File: src/rtl/mem_ctrl_pkg.sv
// Shared types and constants for the 4-beat line burst memory controller.
package mem_ctrl_pkg;

   typedef enum logic [1:0] {
      IDLE,
      WAIT,
      BURST,
      DONE
   } mem_ctrl_state_t;

   localparam int BURST_LEN   = 4;
   localparam int BEAT_W      = 2;
   localparam int LINE_OFFSET = 5;

endpackage

File: src/rtl/mem_burst_ctrl_if.sv
// Host-side 64-bit burst memory port between the CPU top and the controller.
interface mem_burst_ctrl_if;

   logic        mem_read;
   logic        mem_write;
   logic [31:0] mem_address;
   logic [63:0] mem_wdata;
   logic [63:0] mem_rdata;
   logic        mem_resp;

   modport master (
      output mem_read,
      output mem_write,
      output mem_address,
      output mem_wdata,
      input  mem_rdata,
      input  mem_resp
   );

   modport slave (
      input  mem_read,
      input  mem_write,
      input  mem_address,
      input  mem_wdata,
      output mem_rdata,
      output mem_resp
   );

endinterface

File: src/rtl/mem_ctrl_sat_cnt.sv
// 32-bit event counter that sticks at all-ones instead of wrapping.
module mem_ctrl_sat_cnt (
   input  logic        clk,
   input  logic        rst_n,
   input  logic        inc,
   output logic [31:0] count
);

   always_ff @(posedge clk or negedge rst_n) begin
      if (!rst_n) begin
         count <= '0;
      end else if (inc && (count != '1)) begin
         count <= count + 32'd1;
      end
   end

endmodule

File: src/rtl/mem_burst_ctrl.sv
// Line burst to 64-bit single-port SRAM controller with programmable latency.
// Define MEM_CTRL_PERF_EN to add saturating read/write/busy counters.
module mem_burst_ctrl
   import mem_ctrl_pkg::*;
#(
   parameter int LATENCY = 10,
   parameter int ADDR_W  = 16
) (
   input  logic              clk,
   input  logic              reset_n,
   mem_burst_ctrl_if.slave   bus,
   output logic              sram_en,
   output logic              sram_we,
   output logic [ADDR_W-1:0] sram_addr,
   output logic [63:0]       sram_wdata,
   input  logic [63:0]       sram_rdata
`ifdef MEM_CTRL_PERF_EN
   ,
   output logic [31:0]       perf_reads,
   output logic [31:0]       perf_writes,
   output logic [31:0]       perf_busy
`endif
);

   localparam int LINE_W = ADDR_W - BEAT_W;
   localparam logic [7:0] LAT_LOAD = 8'(LATENCY - 1);
   localparam logic [BEAT_W-1:0] LAST_BEAT = BEAT_W'(BURST_LEN - 1);

   mem_ctrl_state_t    state;
   mem_ctrl_state_t    state_nx;
   logic               op_wr;
   logic [LINE_W-1:0]  line;
   logic [7:0]         lat_cnt;
   logic [7:0]         lat_nx;
   logic [BEAT_W-1:0]  beat;
   logic [BEAT_W-1:0]  beat_nx;
   logic [BEAT_W-1:0]  beat_inc;
   logic               req;
   logic               accept;
   logic               resp;
   logic [63:0]        rdata;

   assign req      = bus.mem_read | bus.mem_write;
   assign beat_inc = beat + BEAT_W'(1);

   assign bus.mem_resp  = resp;
   assign bus.mem_rdata = rdata;

   always_ff @(posedge clk or negedge reset_n) begin
      if (!reset_n) begin
         state   <= IDLE;
         op_wr   <= 1'b0;
         line    <= '0;
         lat_cnt <= '0;
         beat    <= '0;
      end else begin
         state   <= state_nx;
         lat_cnt <= lat_nx;
         beat    <= beat_nx;
         if (accept) begin
            op_wr <= bus.mem_write;
            line  <= bus.mem_address[LINE_OFFSET +: LINE_W];
            assert (!(bus.mem_read && bus.mem_write))
               else $warning("mem_burst_ctrl: read and write together, write taken");
         end
      end
   end

   always_comb begin
      state_nx   = state;
      lat_nx     = lat_cnt;
      beat_nx    = beat;
      accept     = 1'b0;
      resp       = 1'b0;
      rdata      = '0;
      sram_en    = 1'b0;
      sram_we    = 1'b0;
      sram_addr  = '0;
      sram_wdata = '0;
      unique case (state)
         IDLE: begin
            if (req) begin
               accept   = 1'b1;
               lat_nx   = LAT_LOAD;
               state_nx = WAIT;
            end
         end
         WAIT: begin
            if (lat_cnt == '0) begin
               state_nx = BURST;
               beat_nx  = '0;
               // Read data must already be in flight when beat 0 starts.
               if (!op_wr) begin
                  sram_en   = 1'b1;
                  sram_addr = {line, {BEAT_W{1'b0}}};
               end
            end else begin
               lat_nx = lat_cnt - 8'd1;
            end
         end
         BURST: begin
            resp = 1'b1;
            if (op_wr) begin
               sram_en    = 1'b1;
               sram_we    = 1'b1;
               sram_addr  = {line, beat};
               sram_wdata = bus.mem_wdata;
            end else begin
               rdata = sram_rdata;
               if (beat != LAST_BEAT) begin
                  sram_en   = 1'b1;
                  sram_addr = {line, beat_inc};
               end
            end
            if (beat == LAST_BEAT) begin
               state_nx = DONE;
            end else begin
               beat_nx = beat_inc;
            end
         end
         DONE: begin
            state_nx = IDLE;
         end
         default: begin
            state_nx = IDLE;
         end
      endcase
   end

`ifdef MEM_CTRL_PERF_EN
   mem_ctrl_sat_cnt u_reads (
      .clk   (clk),
      .rst_n (reset_n),
      .inc   (accept & ~bus.mem_write),
      .count (perf_reads)
   );

   mem_ctrl_sat_cnt u_writes (
      .clk   (clk),
      .rst_n (reset_n),
      .inc   (accept & bus.mem_write),
      .count (perf_writes)
   );

   mem_ctrl_sat_cnt u_busy (
      .clk   (clk),
      .rst_n (reset_n),
      .inc   (state != IDLE),
      .count (perf_busy)
   );
`endif

endmodule
File: src/flat_wrapper.sv
// flat-port wrapper written by rule: the top's interface ports become plain ports
module mem_burst_ctrl_flat import mem_ctrl_pkg::*;
#(
   parameter int LATENCY = 10,
   parameter int ADDR_W  = 16
)
  (clk, reset_n, sram_en, sram_we, sram_addr, sram_wdata, sram_rdata, bus_mem_read, bus_mem_write, bus_mem_address, bus_mem_wdata, bus_mem_rdata, bus_mem_resp);
  mem_burst_ctrl_if bus_i ();
  input  logic clk;
  input  logic reset_n;
  output logic sram_en;
  output logic sram_we;
  output logic [ADDR_W-1:0] sram_addr;
  output logic [63:0] sram_wdata;
  input  logic [63:0] sram_rdata;
  input wire logic [$bits(bus_i.mem_read)-1:0] bus_mem_read;
  input wire logic [$bits(bus_i.mem_write)-1:0] bus_mem_write;
  input wire logic [$bits(bus_i.mem_address)-1:0] bus_mem_address;
  input wire logic [$bits(bus_i.mem_wdata)-1:0] bus_mem_wdata;
  output wire logic [$bits(bus_i.mem_rdata)-1:0] bus_mem_rdata;
  output wire logic [$bits(bus_i.mem_resp)-1:0] bus_mem_resp;
  assign bus_i.mem_read = bus_mem_read;
  assign bus_i.mem_write = bus_mem_write;
  assign bus_i.mem_address = bus_mem_address;
  assign bus_i.mem_wdata = bus_mem_wdata;
  assign bus_mem_rdata = bus_i.mem_rdata;
  assign bus_mem_resp = bus_i.mem_resp;
  mem_burst_ctrl #(.LATENCY(LATENCY), .ADDR_W(ADDR_W)) u_core (.clk(clk), .reset_n(reset_n), .bus(bus_i), .sram_en(sram_en), .sram_we(sram_we), .sram_addr(sram_addr), .sram_wdata(sram_wdata), .sram_rdata(sram_rdata));
endmodule
File: config.mk
export PLATFORM = sky130hd
export DESIGN_NAME = mem_burst_ctrl_flat
export DESIGN_NICKNAME = d
export VERILOG_FILES = /design/src/rtl/mem_ctrl_pkg.sv /design/src/rtl/mem_burst_ctrl_if.sv /design/src/rtl/mem_ctrl_sat_cnt.sv /design/src/rtl/mem_burst_ctrl.sv /design/src/flat_wrapper.sv
export SDC_FILE = /design/constraint.sdc
export NUM_CORES = 1
export LEC_CHECK = 0
export ABC_AREA = 1
export CAP_MARGIN = 20
export CORE_AREA = 2 2 119 121
export DETAILED_ROUTE_END_ITERATION = 10
export DIE_AREA = 0 0 121 123
export SETUP_SLACK_MARGIN = 0.15
export SYNTH_ARGS = -nofsm -noshare
export SYNTH_HDL_FRONTEND = slang
export SYNTH_SLANG_ARGS = --single-unit
File: constraint.sdc
create_clock -name clk -period 2.55 [get_ports clk]
set_input_delay 0.765 -clock clk [delete_from_list [all_inputs] [get_ports clk]]
set_output_delay 0.765 -clock clk [all_outputs]
set_load 0.01 [all_outputs]
# Word-level counts from Yosys, hierarchy flattened
# Cells that the tools add are included.
# totals
elab_cells	54
memories	0
romBits	0
out_inout_bits	147
input_bits	164
mem_bits_rw	0
ff_bits	27
latch_bits	0
# classes
muxes	29
shifts	0
n_reduce_logical	7
mul	0
eq_ne	10
bitwise	1
div	0
addsub	2
n_lt_le_gt_ge	0
# op_table
operator	n
$mux W64	4
$mux W16	4
$pmux W16 S2	1
$mux W8	2
$pmux W8 S2	1
$mux W2	5
$mux W1	9
$reduce_and A3 Y1	3
$logic_not A8 Y1	1
$pmux W2 S4	1
$sub A8 B1 Y8 const B	1
$eq A2 B2 Y1 const B	3
$ne A2 B1 Y1 const B	3
$ne A2 B2 Y1 const B	3
$pmux W2 S2	1
$reduce_bool A2 Y1	2
$add A2 B1 Y2 const B	1
$eq A2 B1 Y1 const B	1
$logic_not A2 Y1	1
$pmux W1 S2	1
$or A1 B1 Y1	1

# Depth between registers and ports, before layout
# Gate-level depths: netlist of the first run.
# logic_depth
word_depth	4
depth_mapped	9
mapped_depth_nobuf	9

# Worst setup path after synthesis of the first run
# Ideal clock, no wire load.
# synth_timing
path_type	register to output
startpoint	reg u_core.state[0]
endpoint	out sram_addr[11]
t_arrival_ns	1.485
setup_slack_ns	0.300
path_buffers	1
required_ns	1.785
path_stages_with_launch	10
cell_sequence	dfrtp_1 inv_1 ha_1 nand2_1 inv_1 o21ai_1 nand2_2 inv_2 buf_6 nor2_2
# synth_via
elab_chain_len	2
word_cells_on_any_way	3
cone_classes	eq/ne: 2; mux: 1
# synth_lines
item	line	source
start, declared	mem_burst_ctrl.sv:29	mem_ctrl_state_t state;
start signal, assigned	mem_burst_ctrl.sv:57	state <= state_nx;
$eq A2 B2 Y1 / $eq A2 B1 Y1 (equally long branches)	mem_burst_ctrl.sv:80	unique case (state)
$pmux W16 S2 (*)	mem_burst_ctrl.sv:80	
end, declared	flat_wrapper.sv:13	output logic [ADDR_W-1:0] sram_addr;
# Mark *: on every way between the ends. The rest lies on a longest branch, timed or not.

# Final worst setup path of the first run
# layout_timing
startpoint	reg u_core.state[0]
endpoint	out sram_addr[10]
# The elaborated chain is that of the path after synthesis.

==> metrics.csv, run 1 <==
stage,metric,value,unit
place,dpl cell area,0.00586,mm²
power,net switching power,0.00277,W
timing,Final min period,2.41,ns
place,Setup WS pre-CTS,-0.272,ns
cts,clock-pin transition on the worst setup and hold timing paths,0.07,ns
cells_and_area,fin area,0.00599,mm²
timing,hold_ws,0.551,ns
setup_path,Worst path slowest cell,dfrtp_1,
cells_and_area,area delta synth->final,137,%
logic_synthesis,Post-Syn Area per Cell,5.40,µm²
cts,Max clock buf depth,2,
routing,TritonRoute pass-1 iters,4,
power,Net Sw Frac,47.9,%
die,Initial Utilization,18.6,%
place,placed instance count,954,
logic_synthesis,Yosys Warn Count,0,
cts,CTS tree,built,
power,Comb pwr share,81.3,%
power,Leak,3.48,nW
routing,routed vias/inst,3.81,
cells_and_area,final cell count without fillers,978,
job,max-cap violations,0,
cells_and_area,# diodes,0,
cells_and_area,Fillers,1515,
logic_synthesis,"EDFF count, synth",0,
place,Port-buffer cells,292,
setup_path,crit path capture type,primary output,
cts,worst skew pair latency,0.26,ns
logic_synthesis,distinct cell type count after synthesis,25,
logic_synthesis,Gate Count Post-Synth,469,
die,Die Span X,121,µm
setup_path,critical path peak fanout,7,
timing,worst slew pin tran,0.395,ns
global_route,GRT Total Usage,16.9,%
timing,Final Max Tran Viols,0,
cts,Sink Count,27,
setup_path,WP data arrival,1.65,ns
setup_path,"critical path, cell by cell",inv_2 > ha_4 > inv_2 > nor2_4 > o21ai_4 > nand2_4 > clkinv_8 > nor2_1 > buf_2,
setup_path,crit-path leading delay family,flip-flops,
power,Int Pwr,0.00302,W
routing,Routed WL per cell,14.9,µm
routing,drt drc,0,
routing,DRT iter0 DRCs,159,
logic_synthesis,Synth Cell Area,0.00253,mm²
timing,final setup violation count,0,
logic_synthesis,"Top FF cell, synth",dfrtp_1,
cells_and_area,Final #Nets,968,
place,HPWL Detailed,11100,µm
status,status,completed,
timing,Slew headroom,73.6,%
routing,final WL,14600,µm
cts,number of buffers created by CTS,3,
logic_synthesis,"Seq/Total Area, Yosys",26.7,%
timing,setup ws final,0.136,ns
power,power share of the clock group,6.2,%
cts,CTS H-Tree Depth,1,
setup_path,reg-to-reg setup timing slack,0.74,ns
global_route,initial antenna violation count,1,
routing,Final ANT Viol Nets,0,
global_route,first-pass GRT wire length,19400,µm
power,worst vdd ir,0.565,mV
logic_synthesis,Synth async-reset ratio,100,%
setup_path,Critical Path RT,1.79,ns
logic_synthesis,Syn Nets,638,
global_route,largest net degree at the start of global routing,28,
place,global placer's final weighted congestion,0.820,
setup_path,Worst Path Buf+Inv,4,
cells_and_area,"commonest non-fill, non-tap cell in the layout",inv_1,
die,num rows,43,
timing,RSZ-0062 raised after global routing,true,
worst_hold_path,Hold Crit Class,reg2reg,
timing,FMAX,0.414,GHz
cells_and_area,fraction of layout cells with a size suffix above 1,35.3,%
setup_path,kind of critical path,reg2out,
cts,CTS root buf,clkbuf_16,
timing,final count of hold timing violations,0,
die,DIE HEIGHT,123,µm
power,Sequential Power Share,12.5,%
logic_synthesis,#FFs+latches synth,27,
timing,Worst Skew,0.00343,ns
setup_path,CP max stage delay,0.39,ns
cells_and_area,"commonest non-fill, non-tap cells in the layout","inv_1, clkdlybuf4s50_1, buf_2",
routing,Vias,3730,
die,Top-Level Pins,311,
setup_path,Critical Path Source Type,register,
setup_path,CP most frequent cell,inv_2,
global_route,"Remaining Overflow, GRT",0,
die,DIE AREA,0.0149,mm²
global_route,vias in the first global route,3302,
die,Core Region,0.0136,mm²
power,Power Density,967,mW/mm²
timing,part of the cycle the worst path needs,94.7,%
cts,hold buffers post-CTS,0,
[per-layer routing]
layer,part of all wire [%],global-route usage (%),up-vias
met4,0.47,1.09,2
met1,43,22.4,1614
met3,14,8.81,8
met2,43,25.5,157
met5,0.089,0,-
li1,-,-,1949
[worst reg2reg max path: cells and delay by family (launching register included)]
kind                       cells  cell delay, ns
buffers and inverters          4            0.54
and+or+nand+nor                3            0.29
adders and majority gates      1            0.16
DFF                            1            0.41
AOI/OAI and AO/OA              1            0.37
[power groups by stage]
| stage | clock network (W) | registers, W | logic, W |
|---|---|---|---|
| final | 0.000361 | 0.000724 | 0.00471 |
| after floorplan | 0 | 0.000719 | 0.00183 |
| after global placement | 0 | 0.000707 | 0.00412 |
| after global routing | 0.000389 | 0.000746 | 0.00512 |
| after CTS | 0.000373 | 0.000716 | 0.00418 |
| after detailed placement | 0 | 0.000715 | 0.00411 |
[path summary, 6_finish.rpt]
kind | cells past startpoint | endpoint | from
setup reg to reg | 9 | u_core.lat_cnt[7] | u_core.state[1]
min in group asynchronous | 2 | u_core.line[2] | reset_n
max in group asynchronous | 2 | u_core.lat_cnt[3] | reset_n
setup / recovery | 9 | sram_addr[10] | u_core.state[0]
hold reg to reg | 2 | u_core.line[4] | u_core.line[4]
hold / removal | 2 | u_core.line[4] | u_core.line[4]
[layout make-up]
| cell class | count | area (µm²) | share of cell area, % |
|---|---|---|---|
| clock buffer | 4 | 78.8 | 1.31 |
| timing repair inverter | 1 | 8.76 | 0.146 |
| inverter | 158 | 609 | 10.2 |
| sequential | 27 | 676 | 11.3 |
| timing repair buffer | 340 | 2910 | 48.5 |
| tap | 180 | 225 | 3.76 |
| multi-input combinational | 268 | 1490 | 24.8 |
[per-stage QoR]
| step | setup TNS, ns | power (W) | utilization (%) |
|---|---|---|---|
| floorplan | 0 | 0.00255 | - |
| global placement | -18.20 | 0.00482 | 43.1 |
| detailed placement | -18.32 | 0.00482 | 43.1 |
| CTS | 0 | 0.00527 | 44.3 |
| global route | 0 | 0.00625 | 44.0 |
| finish | 0 | 0.00579 | 44.0 |
[logic make-up (layout without fill, tap and decap cells)]
family	after synthesis	count (layout)	synth area share [%]
compound gates	28	28	6.27
xor+xnor	3	3	1.04
fa+ha+maj	5	5	2.47
buf+inv	175	503	26.4
flops	27	27	26.7
simple gates	231	232	37.2
[state kept, by name, summed over array words and instances (netlist names)]
register and cells:
u_core.beat 2, u_core.state 2, u_core.line 14, u_core.op_wr 1, u_core.lat_cnt 8
[timing repair]
item	CTS	global route
pin swaps	2	9
resized for setup	501	195
setup buffers	2	6
endpoints found under the setup margin	147	133
hold endpoints to repair	0	0
gates cloned	3	9
[synth_stat cells, types with 2 or more instances]
master,number,area (µm²)
o21ai_0,19,95.1
nor2_2,11,68.8
nand3_1,4,20.0
buf_2,3,15.0
ha_1,5,62.6
inv_1,157,589
a21oi_1,3,15.0
buf_1,6,22.5
dfrtp_1,27,676
xor2_1,3,26.3
nand2_2,4,25.0
nand2_1,55,206
clkbuf_1,7,26.3
nor2_1,151,567
o21ai_1,2,10.0
nor2_4,2,22.5
o21bai_1,2,15.0
No activity file was read; power rests on OpenSTA's default activity.
==> run 2, diff against run 1 <==
--- a/config.mk
+++ b/config.mk
@@ -8,6 +8,7 @@
 export ABC_AREA = 1
 export CAP_MARGIN = 20
 export CORE_AREA = 2 2 119 121
+export CTS_CLUSTER_DIAMETER = 30
 export DETAILED_ROUTE_END_ITERATION = 10
 export DIE_AREA = 0 0 121 123
 export SETUP_SLACK_MARGIN = 0.15
==> results of run 2 <==
Same layout as run 1: the final DEF is identical, and so are final timing and power.
==> run 3, diff against run 2 <==
--- a/config.mk
+++ b/config.mk
@@ -11,7 +11,9 @@
 export CTS_CLUSTER_DIAMETER = 30
 export DETAILED_ROUTE_END_ITERATION = 10
 export DIE_AREA = 0 0 121 123
-export SETUP_SLACK_MARGIN = 0.15
+export GPL_TIMING_DRIVEN = 1
+export PLACE_DENSITY = 0.67
+export SETUP_SLACK_MARGIN = 0.1
 export SYNTH_ARGS = -nofsm -noshare
 export SYNTH_HDL_FRONTEND = slang
 export SYNTH_SLANG_ARGS = --single-unit
==> metrics.csv, run 3 (synthesis results as in run 1) <==
stage,metric,value,unit,change
job,max-cap violations,0,,unchanged
setup_path,r2r startpoint,u_core.state[0],,
routing,DRT iter0 DRCs,173,,+8.8%
setup_path,reg-to-reg setup timing slack,0.73,ns,about the same
setup_path,cells on worst reg2reg path,9,,unchanged
power,Leak,3.40,nW,-2.5%
cells_and_area,Largest regs,"u_core.line: 14 flops, u_core.lat_cnt: 8 flops",,
routing,routed vias/inst,3.84,,+0.64%
die,Core Region,0.0136,mm²,unchanged
power,worst vdd ir,0.686,mV,+21%
routing,drt drc,0,,unchanged
timing,Final Max Tran Viols,0,,unchanged
place,HPWL Detailed,10500,µm,-5.2%
global_route,initial antenna violation count,1,,unchanged
routing,Routed WL per cell,14.0,µm,-6.1%
cells_and_area,area delta synth->final,127,%,
cts,CTS root buf,clkbuf_16,,
global_route,GRT Total Usage,15.5,%,-1.4 points
cells_and_area,Final #Nets,960,,-0.83%
setup_path,reg2reg end,u_core.lat_cnt[5],,
cells_and_area,"commonest non-fill, non-tap cells in the layout","inv_1, clkdlybuf4s50_1, nor2_1",,
timing,RSZ-0062 raised after global routing,true,,
routing,TritonRoute pass-1 iters,4,,unchanged
timing,Final min period,2.53,ns,+0.117 ns
die,DIE HEIGHT,123,µm,unchanged
place,global placer's final weighted congestion,0.797,,-2.8%
timing,Slew headroom,75.1,%,+1.4 points
cells_and_area,"commonest non-fill, non-tap cell in the layout",inv_1,,
cells_and_area,# diodes,0,,unchanged
die,Initial Utilization,18.6,%,unchanged
place,Port-buffer cells,292,,unchanged
timing,part of the cycle the worst path needs,99.3,%,+4.6 points
timing,final setup violation count,0,,unchanged
timing,worst slew pin tran,0.374,ns,-0.0216 ns
routing,final WL,13600,µm,-6.9%
routing,Final ANT Viol Nets,0,,unchanged
cells_and_area,fraction of layout cells with a size suffix above 1,29.4,%,-6.0 points
cts,Max clock buf depth,2,,unchanged
cts,CTS tree,built,,
timing,Worst Skew,0.00243,ns,-0.00100 ns
global_route,vias in the first global route,3166,,-4.1%
global_route,"Remaining Overflow, GRT",0,,unchanged
setup_path,kind of critical path,reg2out,,
status,status,completed,,
setup_path,crit path capture type,primary output,,
setup_path,Critical Path RT,1.79,ns,about the same
power,Power Density,970,mW/mm²,+0.32%
worst_hold_path,HP Start,u_core.line[12],,
die,num rows,43,,unchanged
worst_hold_path,Hold EP,u_core.line[12],,
setup_path,WP data arrival,1.77,ns,+0.12 ns
die,DIE AREA,0.0149,mm²,unchanged
cts,number of buffers created by CTS,3,,unchanged
timing,final count of hold timing violations,0,,unchanged
worst_hold_path,Hold Crit Class,reg2reg,,
cells_and_area,Top reg by flops,u_core.line,,
setup_path,Critical Path Source Type,register,,
die,Die Span X,121,µm,unchanged
timing,FMAX,0.395,GHz,-4.6%
routing,Vias,3723,,-0.19%
cts,CTS H-Tree Depth,1,,unchanged
cts,hold buffers post-CTS,0,,unchanged
cells_and_area,Largest register FFs,14,,unchanged
worst_hold_path,hold path depth,2,,unchanged
die,Top-Level Pins,311,,unchanged
setup_path,critical path peak fanout,7,,unchanged
cts,Sink Count,27,,unchanged
cts,clock-pin transition on the worst setup and hold timing paths,0.07,ns,about the same
cells_and_area,Final Core Density,42.2,%,-1.8 points
global_route,first-pass GRT wire length,18000,µm,-7.1%
power,Tot Pwr,0.00557,W,-3.8%
cts,worst skew pair latency,0.26,ns,about the same
global_route,largest net degree at the start of global routing,33,,+18%
run 3: changes by cell type in the layout (fill, tap and decap cells not counted), moves of 2 or more:
| cell | before | now |
|---|---|---|
| clkbuf_2 | 7 | 51 |
| buf_2 | 118 | 79 |
| nor2_1 | 102 | 138 |
| nor2_2 | 47 | 13 |
| buf_4 | 36 | 27 |
| dlygate4sd2_1 | 1 | 6 |
| buf_6 | 14 | 11 |
| clkbuf_16 | 9 | 7 |
| clkdlybuf4s15_1 | 0 | 2 |
| clkdlybuf4s15_2 | 3 | 1 |
| nor2_4 | 15 | 13 |
run 3: how the worst max path moves through the flow:
stage | depth (start not counted) | from | endpoint | slack (ns)
after floorplan | 9 | u_core.state[0] | sram_addr[11] | 0.30
after global placement | 4 | bus_mem_wdata[6] | sram_wdata[6] | -0.32
after detailed placement | 4 | bus_mem_wdata[6] | sram_wdata[6] | -0.29
after CTS | 8 | u_core.state[1] | sram_addr[5] | 0.01
after global routing | 11 | u_core.state[0] | sram_addr[11] | -0.04
final | 11 | u_core.state[0] | sram_addr[14] | 0.02
run 3: area by class of cell:
class	count	area, µm²
Timing Repair inverter	1	11.3
Inverter	158	613
Fill cell	1502	7870
Timing Repair Buffer	333	2760
Multi-Input combinational cell	267	1380
Sequential cell	27	676
Tap cell	180	225
Clock buffer	4	78.8
run 3: metal layers:
metal	routed length (µm)	global-route usage, %	share of wire [%]
met1	5920	21.1	44
met2	6230	23.9	46
met3	1390	5.72	10
met4	65	2.18	0.48
met5	0	0	0
run 3: report_power, final:
group | switching (W) | total [W] | internal [W]
registers | 0.000109 | 0.000736 | 0.000627
clock network | 0.000150 | 0.000364 | 0.000214
logic | 0.00243 | 0.00447 | 0.00204
run 3: critical path, cell delays in order, from the launching register on:
cell and delay, ns:
dfrtp_1 0.36, inv_2 0.07, ha_4 0.18, inv_2 0.06, nor2_4 0.04, o21ai_4 0.19
nand2_4 0.08, buf_12 0.14, buf_12 0.12, inv_8 0.08, nor2_2 0.03, buf_2 0.14
run 3: stage by stage:
stage	std cells	setup slack, ns	hold WS, ns	cell area [µm²]	setup TNS, ns
after floorplan	469	0.300	0.459	2530	0
after global placement	952	-0.318	0.517	5850	-17.63
after detailed placement	952	-0.293	0.520	5850	-18.17
after CTS	961	0.0129	0.536	5910	0
after global routing	970	-0.0433	0.578	5750	-0.273
final	970	0.0186	0.554	5750	0
run 3: what timing repair did:
item,in CTS,in global routing
endpoints found under the setup margin,147,101
gates resized for setup,444,133
setup buffers,2,5
pin swaps,4,4
cloned,3,4
